**src/rtl/mux4_rr_arbiter_pkg.sv**
```systemverilog
`default_nettype none
// ============================================================================
// Module   : mux4_rr_arbiter_pkg
// Brief    : Shared constants for the round-robin 4-to-1 mux arbiter.
// Revision : 1.0  initial release
// ============================================================================
package mux4_rr_arbiter_pkg;

    localparam logic [0:0] c_IDLE = 1'b0;
    localparam logic [0:0] c_BUSY = 1'b1;

    localparam int c_W_DEFAULT        = 4;
    localparam int c_MAX_HOLD_DEFAULT = 8;

    localparam int c_N_CH  = 4;
    localparam int c_SEL_W = 2;

endpackage : mux4_rr_arbiter_pkg
`default_nettype wire

```
**src/rtl/mux2_cell.sv**
```systemverilog
`default_nettype none
// ============================================================================
// Module   : mux2_cell
// Brief    : Generic W-bit 2-to-1 multiplexer cell.
// Revision : 1.0  initial release
// ============================================================================
module mux2_cell #(
    parameter int W = 4
) (
    input  logic [W-1:0] a,
    input  logic [W-1:0] b,
    input  logic         s,
    output logic [W-1:0] y
);

    assign y = s ? b : a;

endmodule : mux2_cell
`default_nettype wire

```
**src/rtl/rr_pick4.sv**
```systemverilog
`default_nettype none
// ============================================================================
// Module   : rr_pick4
// Brief    : Combinational round-robin picker over four requests.
// Revision : 1.0  initial release
// ============================================================================
module rr_pick4
    import mux4_rr_arbiter_pkg::*;
(
    input  logic [c_N_CH-1:0]  req,
    input  logic [c_SEL_W-1:0] last,
    input  logic               excl,
    output logic               found,
    output logic [c_SEL_W-1:0] idx
);

    logic [c_SEL_W-1:0] w_cand;

    // Scan last+1 .. last+4; the fourth candidate is 'last' itself and is
    // skipped when the outgoing owner must not win again.
    always_comb begin
        found  = 1'b0;
        idx    = '0;
        w_cand = '0;
        for (int k = 1; k <= c_N_CH; k++) begin
            w_cand = last + c_SEL_W'(k);
            if (!found && req[w_cand] && !(excl && (k == c_N_CH))) begin
                found = 1'b1;
                idx   = w_cand;
            end
        end
    end

endmodule : rr_pick4
`default_nettype wire

```
**src/rtl/mux4_rr_arbiter.sv**
```systemverilog
`default_nettype none
// ============================================================================
// Module   : mux4_rr_arbiter
// Brief    : Round-robin arbiter with bounded hold steering a shared 4:1 mux.
// Revision : 1.0  initial release
// ============================================================================
module mux4_rr_arbiter
    import mux4_rr_arbiter_pkg::*;
#(
    parameter int W        = c_W_DEFAULT,
    parameter int MAX_HOLD = c_MAX_HOLD_DEFAULT
) (
    input  logic                 clk,
    input  logic                 reset,
    input  logic [c_N_CH-1:0]    req,
    input  logic [c_N_CH*W-1:0]  din,
    output logic [c_N_CH-1:0]    grant,
    output logic [c_SEL_W-1:0]   sel,
    output logic [W-1:0]         dout,
    output logic                 dout_valid
);

    localparam logic [7:0] c_MAX_HOLD = 8'(MAX_HOLD);

    logic [0:0]          r_state;
    logic [c_N_CH-1:0]   r_grant;
    logic [c_SEL_W-1:0]  r_sel;
    logic [c_SEL_W-1:0]  r_last;
    logic [7:0]          r_hold;

    logic [0:0]          w_nxt_state;
    logic [c_N_CH-1:0]   w_nxt_grant;
    logic [c_SEL_W-1:0]  w_nxt_sel;
    logic [c_SEL_W-1:0]  w_nxt_last;
    logic [7:0]          w_nxt_hold;

    logic                w_busy;
    logic [c_SEL_W-1:0]  w_pick_last;
    logic                w_found;
    logic [c_SEL_W-1:0]  w_idx;
    logic                w_own_req;
    logic                w_expired;

    // While busy the search starts after the current owner and excludes it.
    assign w_busy      = (r_state == c_BUSY);
    assign w_pick_last = w_busy ? r_sel : r_last;
    assign w_own_req   = req[r_sel];
    assign w_expired   = (r_hold == c_MAX_HOLD);

    rr_pick4 u_pick (
        .req   (req),
        .last  (w_pick_last),
        .excl  (w_busy),
        .found (w_found),
        .idx   (w_idx)
    );

    always_comb begin
        w_nxt_state = r_state;
        w_nxt_grant = r_grant;
        w_nxt_sel   = r_sel;
        w_nxt_last  = r_last;
        w_nxt_hold  = r_hold;
        if (!w_busy) begin
            if (w_found) begin
                w_nxt_state = c_BUSY;
                w_nxt_grant = c_N_CH'(1) << w_idx;
                w_nxt_sel   = w_idx;
                w_nxt_hold  = 8'd1;
            end
        end else if (!w_own_req || (w_expired && w_found)) begin
            w_nxt_last = r_sel;
            if (w_found) begin
                w_nxt_grant = c_N_CH'(1) << w_idx;
                w_nxt_sel   = w_idx;
                w_nxt_hold  = 8'd1;
            end else begin
                w_nxt_state = c_IDLE;
                w_nxt_grant = '0;
                w_nxt_hold  = 8'd0;
            end
        end else if (w_expired) begin
            w_nxt_hold = 8'd1;
        end else if (r_hold != 8'hFF) begin
            w_nxt_hold = r_hold + 8'd1;
        end
    end

    always_ff @(posedge clk) begin
        if (reset) begin
            r_state <= c_IDLE;
            r_grant <= '0;
            r_sel   <= '0;
            r_last  <= c_SEL_W'(c_N_CH - 1);
            r_hold  <= 8'd0;
        end else begin
            r_state <= w_nxt_state;
            r_grant <= w_nxt_grant;
            r_sel   <= w_nxt_sel;
            r_last  <= w_nxt_last;
            r_hold  <= w_nxt_hold;
        end
    end

    logic [W-1:0] w_lvl1 [2];

    genvar gi;
    generate
        for (gi = 0; gi < 2; gi++) begin : g_leaf
            mux2_cell #(.W(W)) u_leaf (
                .a (din[(2*gi)*W   +: W]),
                .b (din[(2*gi+1)*W +: W]),
                .s (r_sel[0]),
                .y (w_lvl1[gi])
            );
        end
    endgenerate

    mux2_cell #(.W(W)) u_root (
        .a (w_lvl1[0]),
        .b (w_lvl1[1]),
        .s (r_sel[1]),
        .y (dout)
    );

    assign grant      = r_grant;
    assign sel        = r_sel;
    assign dout_valid = w_busy && w_own_req;

endmodule : mux4_rr_arbiter
`default_nettype wire
```
**config.mk**
```make
export PLATFORM = sky130hd
export DESIGN_NAME = mux4_rr_arbiter
export DESIGN_NICKNAME = d
export VERILOG_FILES = /design/src/rtl/mux4_rr_arbiter_pkg.sv /design/src/rtl/mux2_cell.sv /design/src/rtl/rr_pick4.sv /design/src/rtl/mux4_rr_arbiter.sv
export SDC_FILE = /design/constraint.sdc
export NUM_CORES = 1
export LEC_CHECK = 0
export CAP_MARGIN = 20
export CORE_MARGIN = 2
export CORE_UTILIZATION = 53
export DETAILED_ROUTE_END_ITERATION = 6
export MAX_ROUTING_LAYER = met4
export PLACE_DENSITY = 0.85
export REMOVE_ABC_BUFFERS = 1
export SYNTH_ARGS = -nofsm -noshare
export SYNTH_HDL_FRONTEND = slang
export SYNTH_SLANG_ARGS = --single-unit
```
**constraint.sdc**
```tcl
create_clock -name clk -period 3.15 [get_ports clk]
set_clock_uncertainty 0.1 [all_clocks]
set_input_delay 0.315 -clock clk [delete_from_list [all_inputs] [get_ports clk]]
set_output_delay 0.315 -clock clk [all_outputs]
set_load 0.01 [all_outputs]
```
* Word level (Yosys, flattened, before mapping)
Cells that the tools add are included.
** Storage, ports and cells
- Output and inout port bits :: 11
- Bits in latches :: 0
- ROM bits :: 0
- Bits in registers :: 17
- Bits in writable memories :: 0
- Memories kept :: 0
- Word-level logic and storage cells :: 73
** Operators by class
- Magnitude comparators :: 5
- Multiplexer cells :: 38
- Equality and inequality tests :: 4
- Bitwise gates (word level) :: 0
- $add $sub $neg :: 4
- Reductions and logical operators :: 16
- Div/mod/pow operators :: 0
- Shift-type cells :: 1
- Multipliers :: 0
** Operators by type and width (number)
- $mux W8 :: 5
- $mux W4 :: 7
- $mux W2 :: 8
- $lt A2 B3 Y1 const B :: 5
- $mux W1 :: 13
- $bmux W1 S2 :: 5
- $add A8 B1 Y8 const B :: 1
- $eq A8 B4 Y1 const B :: 1
- $ne A8 B8 Y1 const B :: 1
- $logic_and A1 B1 Y1 :: 6
- $reduce_and A2 Y1 :: 3
- $logic_not A1 Y1 :: 5
- $add A2 B2 Y2 const B :: 2
- $ne A4 B1 Y1 const B :: 1
- $shl A1 B2 Y4 const A :: 1
- $add A2 B1 Y2 const B :: 1
- $ne A2 B1 Y1 const B :: 1
- $reduce_bool A2 Y1 :: 1
- $logic_or A1 B1 Y1 :: 1

* Longest topological paths before layout
- Depth after elaboration :: 19
- Gate-level depth with buffers :: 8
- Mapped depth without buffers :: 8

* Cells and area by module
From an unflattened synthesis, not the netlist that was laid out.
** Unflattened totals
- Cells, all modules :: 154
- Area total of the unflattened synthesis :: 1326.3 um2
** Modules (own cells, without submodules)
- mux4_rr_arbiter :: cells each 114, area an instance 1003.5 um2, instances 1
- rr_pick4 :: cells each 28, area an instance 187.7 um2, instances 1
- mux2_cell :: cells each 4, area an instance 45.0 um2, instances 3

* Least setup slack after synthesis
OpenSTA, ideal clock, no wires.
- Kind :: register -> register
- Start point :: register r_state
- End point :: register r_hold[3]
- Cell stages (with the launch flop) :: 8
- Arrival time :: 1.777 ns
- Slack :: 1.151 ns
- Clock period less this slack :: 1.999 ns
- Cells stage by stage :: dfxtp_1 > mux2_2 > buf_6 > nand4b_1 > o21a_2 > a21oi_4 > o21a_1 > a221o_1
** Between the ends
- Longest elaborated chain between the ends :: 19
- Elaborated cells between the ends (all ways) :: 31
- Those cells by class :: add/sub (3); eq/ne (1); mux (15); reduce/logical (12)
** Ends and longest elaborated chain
- from (decl) :: RTL line mux4_rr_arbiter.sv:25 : logic [0:0] r_state;
- from (signal assigned) :: RTL line mux4_rr_arbiter.sv:91 : r_state <= c_IDLE;
- from (signal assigned) :: RTL line mux4_rr_arbiter.sv:97 : r_state <= w_nxt_state;
- $mux W2 :: RTL line mux4_rr_arbiter.sv:46 : assign w_pick_last = w_busy ? r_sel : r_last;
- $add A2 B1 Y2 :: RTL line rr_pick4.sv:26 : w_cand = last + c_SEL_W'(k);
- $bmux W1 S2 :: RTL line rr_pick4.sv:27 : if (!found && req[w_cand] && !(excl && (k == c_N_CH))) begin
- $mux W1 (not written as such) :: RTL line rr_pick4.sv:27
- $mux W1 :: RTL line rr_pick4.sv:27
- $logic_not A1 Y1 :: RTL line rr_pick4.sv:27
- $logic_and A1 B1 Y1 :: RTL line rr_pick4.sv:27
- $mux W1 :: RTL line rr_pick4.sv:27
- [2 not listed]
- $mux W1 :: RTL line rr_pick4.sv:27
- $logic_not A1 Y1 :: RTL line rr_pick4.sv:27
- $logic_and A1 B1 Y1 (2 in series) :: RTL line rr_pick4.sv:27
- $mux W1 :: RTL line rr_pick4.sv:27
- $logic_and A1 B1 Y1 :: RTL line mux4_rr_arbiter.sv:71 : end else if (!w_own_req || (w_expired && w_found)) begin
- $logic_or A1 B1 Y1 :: RTL line mux4_rr_arbiter.sv:71
- $ne A4 B1 Y1 (no line) or $mux W8 (tied branches)
- $reduce_and A2 Y1 (no line) or $mux W8 (tied branches)
- to (signal assigned) :: RTL line mux4_rr_arbiter.sv:101 : r_hold <= w_nxt_hold;
- to (decl) :: RTL line mux4_rr_arbiter.sv:29 : logic [7:0] r_hold;
Parallel ways exist; a longest one is shown, timed or not. The select of a mux whose other input is x is not followed.
A chain may end at the register's enable or synchronous reset.

* Final worst setup path
- Start point :: register r_sel[0], in the netlist sel[0]
- End point :: output port dout_valid
** Between the ends
- Longest elaborated chain between the ends :: 3
** Ends and longest elaborated chain
- from (decl) :: RTL line mux4_rr_arbiter.sv:27 : logic [c_SEL_W-1:0] r_sel;
- from (signal assigned) :: RTL line mux4_rr_arbiter.sv:99 : r_sel <= w_nxt_sel;
- $bmux W1 S2 :: RTL line mux4_rr_arbiter.sv:47 : assign w_own_req = req[r_sel];
- $mux W1 (not written as such) :: RTL line mux4_rr_arbiter.sv:47
- $logic_and A1 B1 Y1 :: RTL line mux4_rr_arbiter.sv:128 : assign dout_valid = w_busy && w_own_req;
- to (decl) :: RTL line mux4_rr_arbiter.sv:20 : output logic dout_valid
Every way passes these cells. The select of a mux whose other input is x is not followed.

==> flow_summary.ini <==
[floorplanning]
initial_core_util = 0.5509
dieHeight_um = 54.28
die_w_um = 54.28
io_pins = 33
placeableCoreArea_sq_mm = 0.002432
num_rows = 18
die_area_sq_mm = 0.002946

[finish]
final_common_cell = clkdlybuf4s50_1
drive_above_1_share = 0.1344
n_antenna_cell = 0
final_cell_mix = 32 x clkdlybuf4s50_1, 17 x nand2_1, 17 x dfxtp_1, 15 x nor2_1, 9 x a21oi_1
fin_cells = 216
synthToLayoutAreaGrowth_pct = 24.74
finalNetCount = 211
post-route-util = 0.6872

[timing]
rsz0062_at_grt = no
tns_ps = 0
drv_slew = 0
fin_ws_ps = 460.9
min_period_over_period = 0.8537
setup_violations = 0
fmaxAchievable_mhz = 371.9
finalHoldViolCount = 0
slew_headroom = 0.5989
worstMarginPinSlew_ps = 584.9
period_needed_ps = 2689

[power]
p_comb_frac = 0.512
powerDensity_mw_per_mm2 = 507.7
ir_drop_v = 0.0003919
totalPowerFinal_uw = 848.7
seqPwrFrac = 0.347
intPower_uw = 516.9
power.leakage_nw = 0.5824
switching_power_uw = 331.8
clock_power_share = 0.140
p_sw_frac = 0.3909

[grt]
grt-ovfl-total = 0
grt_max_degree = 14
grt_usage = 0.2513
grt_pass1_vias = 1213
grt_pass1_wl_um = 5202
antenna_found_initial = 0

[hold_path]
whs_endpoint = grant[3]
hold_path.class = reg -> reg
hold_depth = 2
hold_start = grant[3]

[cts]
hold_buffers = 0
cts_tree = yes
post_cts_buffers = 0
cts_buffers = 3
cts_resized = 0
clkLatencyLatePin_ps = 300
cts.clk_slew.worst_paths_ps = 100
htreeDepth = 1
cts_sinks = 17
cts_buffer_depth = 2
cts-root-buf = clkbuf_4

[critical_path]
worstPathArrival_ps = 2270
worstPathRequired_ps = 2730
rrSetupSlack_ps = 600
ff2ff_path_depth = 6
critPathMaxFanout = 10
reg2reg_to = r_hold[1]
worstSetupPathType = reg -> out
start_kind = flip-flop
crit_path_end_kind = primary output
r2r-start = r_state

[detailed_routing]
firstDrtPassIters = 5
drc_errors = 0
postRouteAntennaNets = 0
wl_per_cell_um = 15.60
finalWirelength_um = 3370
vias_per_cell = 6.301
drt-initial-drc-count = 63
vias = 1361

[placement]
port_buffers = 32
dpl.hpwl_um = 2592
gpl.final_weighted_congestion = 0.8691
placed_cells = 212
dpl_worst_slack_ps = 611.5

[logic_synthesis]
synth_cell_types = 43
netlist_top_cells_area = dfxtp_1 25%, mux4_2 8.4%, nand2_1 4.8%
seq_area_frac_synth = 0.2540
synth.avg_cell_area_sq_um = 8.481
syn_inst = 158
ys_warn_count = 0
synth_area_sq_mm = 0.001340
synth_enable_flop_cells = 0
ys_async_sr_fraction = 0
synth_top_area_cell = dfxtp_1
ys.flop_type = dfxtp_1
synth-seq-cells = 17
synth_top_area_share = 0.2540

[flow_run]
maxCapViolCount = 0

[outcome]
outcome = finished, final reports clean
## layout make-up
cell class	instances	area (sq um)
timing repair buffer	34	335.3
fill	195	760.7
clock buffer	3	22.52
sequential	17	340.3
tap	30	37.54
clock inverter	1	5.005
multi-input combinational	123	900.9
inverter	8	30.03
## logic make-up (layout without fill, tap and decap cells)
family	Yosys count	in the layout	share of synthesized area
and+or+nand+nor	60	60	0.2166
AOI/OAI and AO/OA	47	47	0.2773
buffers and inverters	18	46	0.07375
DFF	17	17	0.2540
muxes	14	14	0.1597
adders and majority gates	2	2	0.01867
## metrics by stage
stage                     hold slack (ps)  cell area, sq um
after floorplan                     281.2              1271
after global placement              373.5              1644
after detailed placement            375.9              1644
after CTS                           389.7              1672
after global routing                411.6              1672
final                               390.9              1672
## critical path: stages (launching register included)
cell	delay [ps]
dfxtp_1	630
mux4_2	650
nand2_1	170
inv_1	60
clkdlybuf4s50_1	470
## power by group through the flow
stage / Sequential, mW / Clock (mW) / Combinational (mW)
6_report: 0.295 / 0.119 / 0.435
3_3_place_gp: 0.297 / 0 / 0.419
2_1_floorplan: 0.299 / 0 / 0.257
4_1_cts: 0.294 / 0.119 / 0.432
5_1_grt: 0.301 / 0.130 / 0.472
3_5_place_dp: 0.300 / 0 / 0.429
## registers in the layout, summed over array words and instances (netlist names)
signal   count
sel          2
r_last       2
grant        4
r_state      1
r_hold       8
## worst max path at each step
| stage | slack [ps] | end | cells past startpoint | start |
|---|---|---|---|---|
| CTS | 460 | dout_valid | 4 | sel[0] |
| detailed placement | 610 | dout_valid | 5 | req[3] |
| global route | 320 | dout_valid | 4 | sel[0] |
| finish | 460 | dout_valid | 4 | sel[0] |
| global placement | 630 | dout_valid | 5 | req[3] |
| floorplan | 1020 | r_hold[3] | 6 | r_state |
## synth_stat cells, types with 3 or more instances
cell      count
a21oi_1       9
a311oi_2      4
and2_1        3
buf_6         3
clkbuf_1      4
dfxtp_1      17
inv_1         8
mux2i_1       6
mux4_2        5
nand2_1      17
nand3_1       8
nor2_1       15
nor3_1        4
nor3b_1       4
o211ai_1      4
o21a_1        3
o21ai_0       8
o31ai_1       3
o32ai_1       3
## metal layers
metal  routed length (um)  GRT usage
met5                    0          -
met4                   58    0.09167
met3                  426    0.04918
met1                 1311     0.2862
met2                 1573     0.4357
Power figures use the tool's default switching activity.
==> variant 1, RTL diff (config.mk and constraints unchanged) <==
Change the package constant `c_N_CH` from 4 to 6.
--- a/src/rtl/mux4_rr_arbiter_pkg.sv
+++ b/src/rtl/mux4_rr_arbiter_pkg.sv
@@ -12,7 +12,7 @@
     localparam int c_W_DEFAULT        = 4;
     localparam int c_MAX_HOLD_DEFAULT = 8;
 
-    localparam int c_N_CH  = 4;
+    localparam int c_N_CH  = 6;
     localparam int c_SEL_W = 2;
 
 endpackage : mux4_rr_arbiter_pkg
Interface: changed (resized din, grant and req); port bits go from 33 to 45. The function was not compared with the original's and may differ.
==> variant 1 against the unedited design <==
- utilization up 5.5 points
- design area down 11%
- wire length shrank 23%
- worst hold slack lost 0.041 ns
- first-iteration DRC count fell by 95%
- via count shrank 25%
- synthesized area down 15%
- sequential cell count is the same
- worst setup slack improved by 0.043 ns
- count of clock-buffer cells in the layout did not move
- global-route usage decreased by 2.0 points
- critical path type unchanged
- critical endpoint unchanged
Power is not compared: it rests on default switching activity, and its combinational part moved more than twofold at a synthesized area within 25%.
==> variant 1: results <==
group,metric,value,unit
detailed_routing,drt_iter0_markers,3,
global_routing,grt.met3_usage,3.27,%
worst_hold_path,hp-start,"grant[0]",
worst_setup_path,crit_family,"flip-flops",
detailed_routing,wire_per_inst,14.4,um
pwr,swShare,30.8,%
synthesis,avgSynthCellArea,9.22,um2
detailed_routing,route.vias.total,1026,
placement,dp_cells,177,
global_routing,gr-usage-met2,41.9,%
clock_network,path_clk_slew,0.09,ns
worst_setup_path,crit_arrival,2.23,ns
worst_hold_path,min_to,"grant[0]",
synthesis,ys_seq_area_share,29.8,%
placement,dp_slack,0.522,ns
global_routing,grt_use_met1,27.1,%
placement,post_dp_cell_area,1460,um2
detailed_routing,viasPerCell,5.67,
worst_setup_path,critical_path.max_fanout,10,
finish,antennaDiodeCount,0,
global_routing,grt_first_pass_wirelength,4460,um
worst_setup_path,r2r_slack,0.91,ns
global_routing,grt_use_total,23.2,%
finish,nNetsFinal,189,
detailed_routing,dr.pass1.iters,4,
clock_network,clockBufferDepth,2,
synthesis,synth_common_cells,"dfxtp_1 (17), nand3_1 (10), a21oi_1 (8), inv_1 (8)",
timing,worst_pin_slew,0.602,ns
detailed_routing,met2WireLength,1300,um
detailed_routing,met3WireLength,166,um
placement,dp.final_hpwl,2150,um
timing,post-route-period-util,84.0,%
finish,layout-drive-gt1-share,13.6,%
worst_setup_path,reg2reg_depth,7,
clock_network,clockRootBuffer,"clkbuf_4",
worst_setup_path,slowest_stage,"dfxtp_1",
global_routing,grt_max_degree,12,
worst_setup_path,timing.rr.end,"sel[1]",
synthesis,synthTopCellsByArea,"dfxtp_1 (30%), mux4_2 (7.9%), mux2i_1 (4.4%)",
pwr,peakVddDrop,0.475,mV
worst_hold_path,hold_depth,2,
detailed_routing,m1WireLength,1120,um
clock_network,post_cts_buffers,0,
timing,hold_viol_final,0,
run_status,status,"finished, final reports clean",
placement,gp_congestion,0.848,
worst_setup_path,r2r_start,"r_hold[0]",
synthesis,ys_types,41,
[variant 1: cell count changes after synthesis, moves of 3 or more]
| cell | unedited run | this run |
|---|---|---|
| a311oi_2 | 4 | 0 |
| buf_6 | 3 | 0 |
| nand2_1 | 17 | 7 |
| nor2_1 | 15 | 6 |
| nor3_1 | 4 | 0 |
| nor3b_1 | 4 | 0 |
| o21a_1 | 3 | 0 |
| o21ai_0 | 8 | 4 |
| o21ai_1 | 2 | 7 |
| o31ai_1 | 3 | 0 |
| o32ai_1 | 3 | 0 |
| or3_1 | 1 | 4 |
[variant 1: power by group through the flow]
stage	clock (W)	combinational (W)	sequential, W
6_report	0.000115	0.000207	0.000253
5_1_grt	0.000123	0.000223	0.000256
4_1_cts	0.000114	0.000207	0.000254
3_5_place_dp	0	0.000207	0.000259
3_3_place_gp	0	0.000201	0.000257
2_1_floorplan	0	0.000110	0.000259
[variant 1: metrics by stage]
| step | utilization [%] | hold slack [ns] |
|---|---|---|
| after floorplan | - | 0.284 |
| after global placement | 72.9 | 0.337 |
| after detailed placement | 72.9 | 0.342 |
| after CTS | 74.3 | 0.355 |
| after global routing | 74.3 | 0.389 |
| final | 74.3 | 0.350 |
[variant 1: cell families after synthesis]
group	Yosys count	synth area share [%]
other	1	0.328
muxes	13	16.5
DFF	17	29.8
xor gates and xnor gates	1	0.766
adders and majority gates	2	2.19
AOI/OAI and AO/OA	33	21.3
and+or+nand+nor	41	22.4
buffers and inverters	16	6.67
[variant 1: area by class of cell]
| type | count | area, um2 |
|---|---|---|
| clock buffers | 3 | 22.5 |
| clock inverters | 1 | 5.00 |
| inverters | 9 | 33.8 |
| flip-flops and latches | 17 | 340 |
| well taps | 27 | 33.8 |
| multi-input cells | 92 | 731 |
| fillers | 156 | 515 |
| repair buffers | 32 | 320 |
==> variant 2, RTL diff (same flow settings) <==
Without the edit above. Reset style: asynchronous (`reset`), changed in one clocked block.
--- a/src/rtl/mux4_rr_arbiter.sv
+++ b/src/rtl/mux4_rr_arbiter.sv
@@ -86,7 +86,7 @@
         end
     end
 
-    always_ff @(posedge clk) begin
+    always_ff @(posedge clk or posedge reset) begin
         if (reset) begin
             r_state <= c_IDLE;
             r_grant <= '0;
Formal check against the unedited RTL: differs if reset is asserted again (counterexample within 4 cycles, from zero or initial values and one cycle with reset high); with reset held inactive, the same outputs for 10 cycles.
==> variant 2 against the unedited design <==
- global-route usage down 1.5 points
- sequential cell count unchanged
- largest cell class unchanged
- sequential power up 41%
- power up 54%
- count of clock-buffer cells in the layout unchanged
- highest routed layer unchanged
- synthesized area down 10%
- design area down 7.4%
- wire length down 14%
- worst setup slack worse by 0.022 ns
==> variant 2: results <==
group,metric,value,unit
worst_setup_path,crit_arrival,2.82,ns
placement,dp.final_hpwl,2190,um
detailed_routing,wirelength,2890,um
pwr,p_comb_share,59.2,%
timing,slew_headroom,57.3,%
detailed_routing,m1WireLength,1160,um
pwr,peakVddDrop,0.521,mV
global_routing,grt_use_met1,25.4,%
synthesis,async_flop_share,100,%
run_status,status,"finished, final reports clean",
pwr,leakagePower,0.653,nW
pwr,p_clk,0.000114,W
detailed_routing,viasPerCell,6.13,
detailed_routing,route.vias.total,1073,
synthesis,avgSynthCellArea,10.2,um2
detailed_routing,dr.pass1.iters,4,
synthesis,ys_seq_area_share,35.5,%
global_routing,gr-usage-met2,45.3,%
worst_setup_path,critical_path.max_fanout,11,
global_routing,grt.met3_usage,4.02,%
finish,fill_cells,158,
detailed_routing,met3WireLength,200,um
worst_hold_path,hold_path.class,"input pin to asynchronous set/reset pin",
pwr,p_sw,0.000541,W
detailed_routing,met2WireLength,1500,um
placement,dp_slack,0.477,ns
timing,hold_slack,0.299,ns
worst_setup_path,crit_end,"r_hold[5]",
worst_setup_path,r2r_start,"r_state",
synthesis,synthTopCellsByArea,"dfrtp_1 (31%), mux4_2 (9.3%), dfstp_2 (4.4%)",
finish,nNetsFinal,172,
finish,layout-drive-gt1-share,12.9,%
pwr,swShare,41.4,%
timing,clock.fmax,0.369,GHz
global_routing,grt_pass1_vias,1043,
placement,gp_congestion,0.837,
placement,post_dp_cell_area,1520,um2
[variant 2: cell type report]
class,instances,area [um2],share of cell area (%)
Multi-Input combinational cell,88,714,46.2
Sequential cell,17,428,27.6
Timing Repair Buffer,32,320,20.7
Tap cell,28,35.0,2.26
Clock buffer,3,22.5,1.46
Clock inverter,1,5.00,0.323
Inverter,6,22.5,1.46
[variant 2: cells by family after synthesis]
| logic type | share of synthesized area, % |
|---|---|
| flip-flops | 35.5 |
| XOR/XNOR | 0.726 |
| AND/OR/NAND/NOR | 15.5 |
| adder cells (fa/ha/maj) | 2.07 |
| multiplexers | 17.9 |
| AO/OA/AOI/OAI | 23.0 |
| buffers and inverters | 5.29 |
[variant 2: critical path: stages (launching register included)]
cell     delay (ns)
dfrtp_1        0.59
mux2i_2        0.52
mux2_4         0.36
nor4_4         0.28
nor2_1         0.15
o31a_1         0.41
a31oi_1        0.22
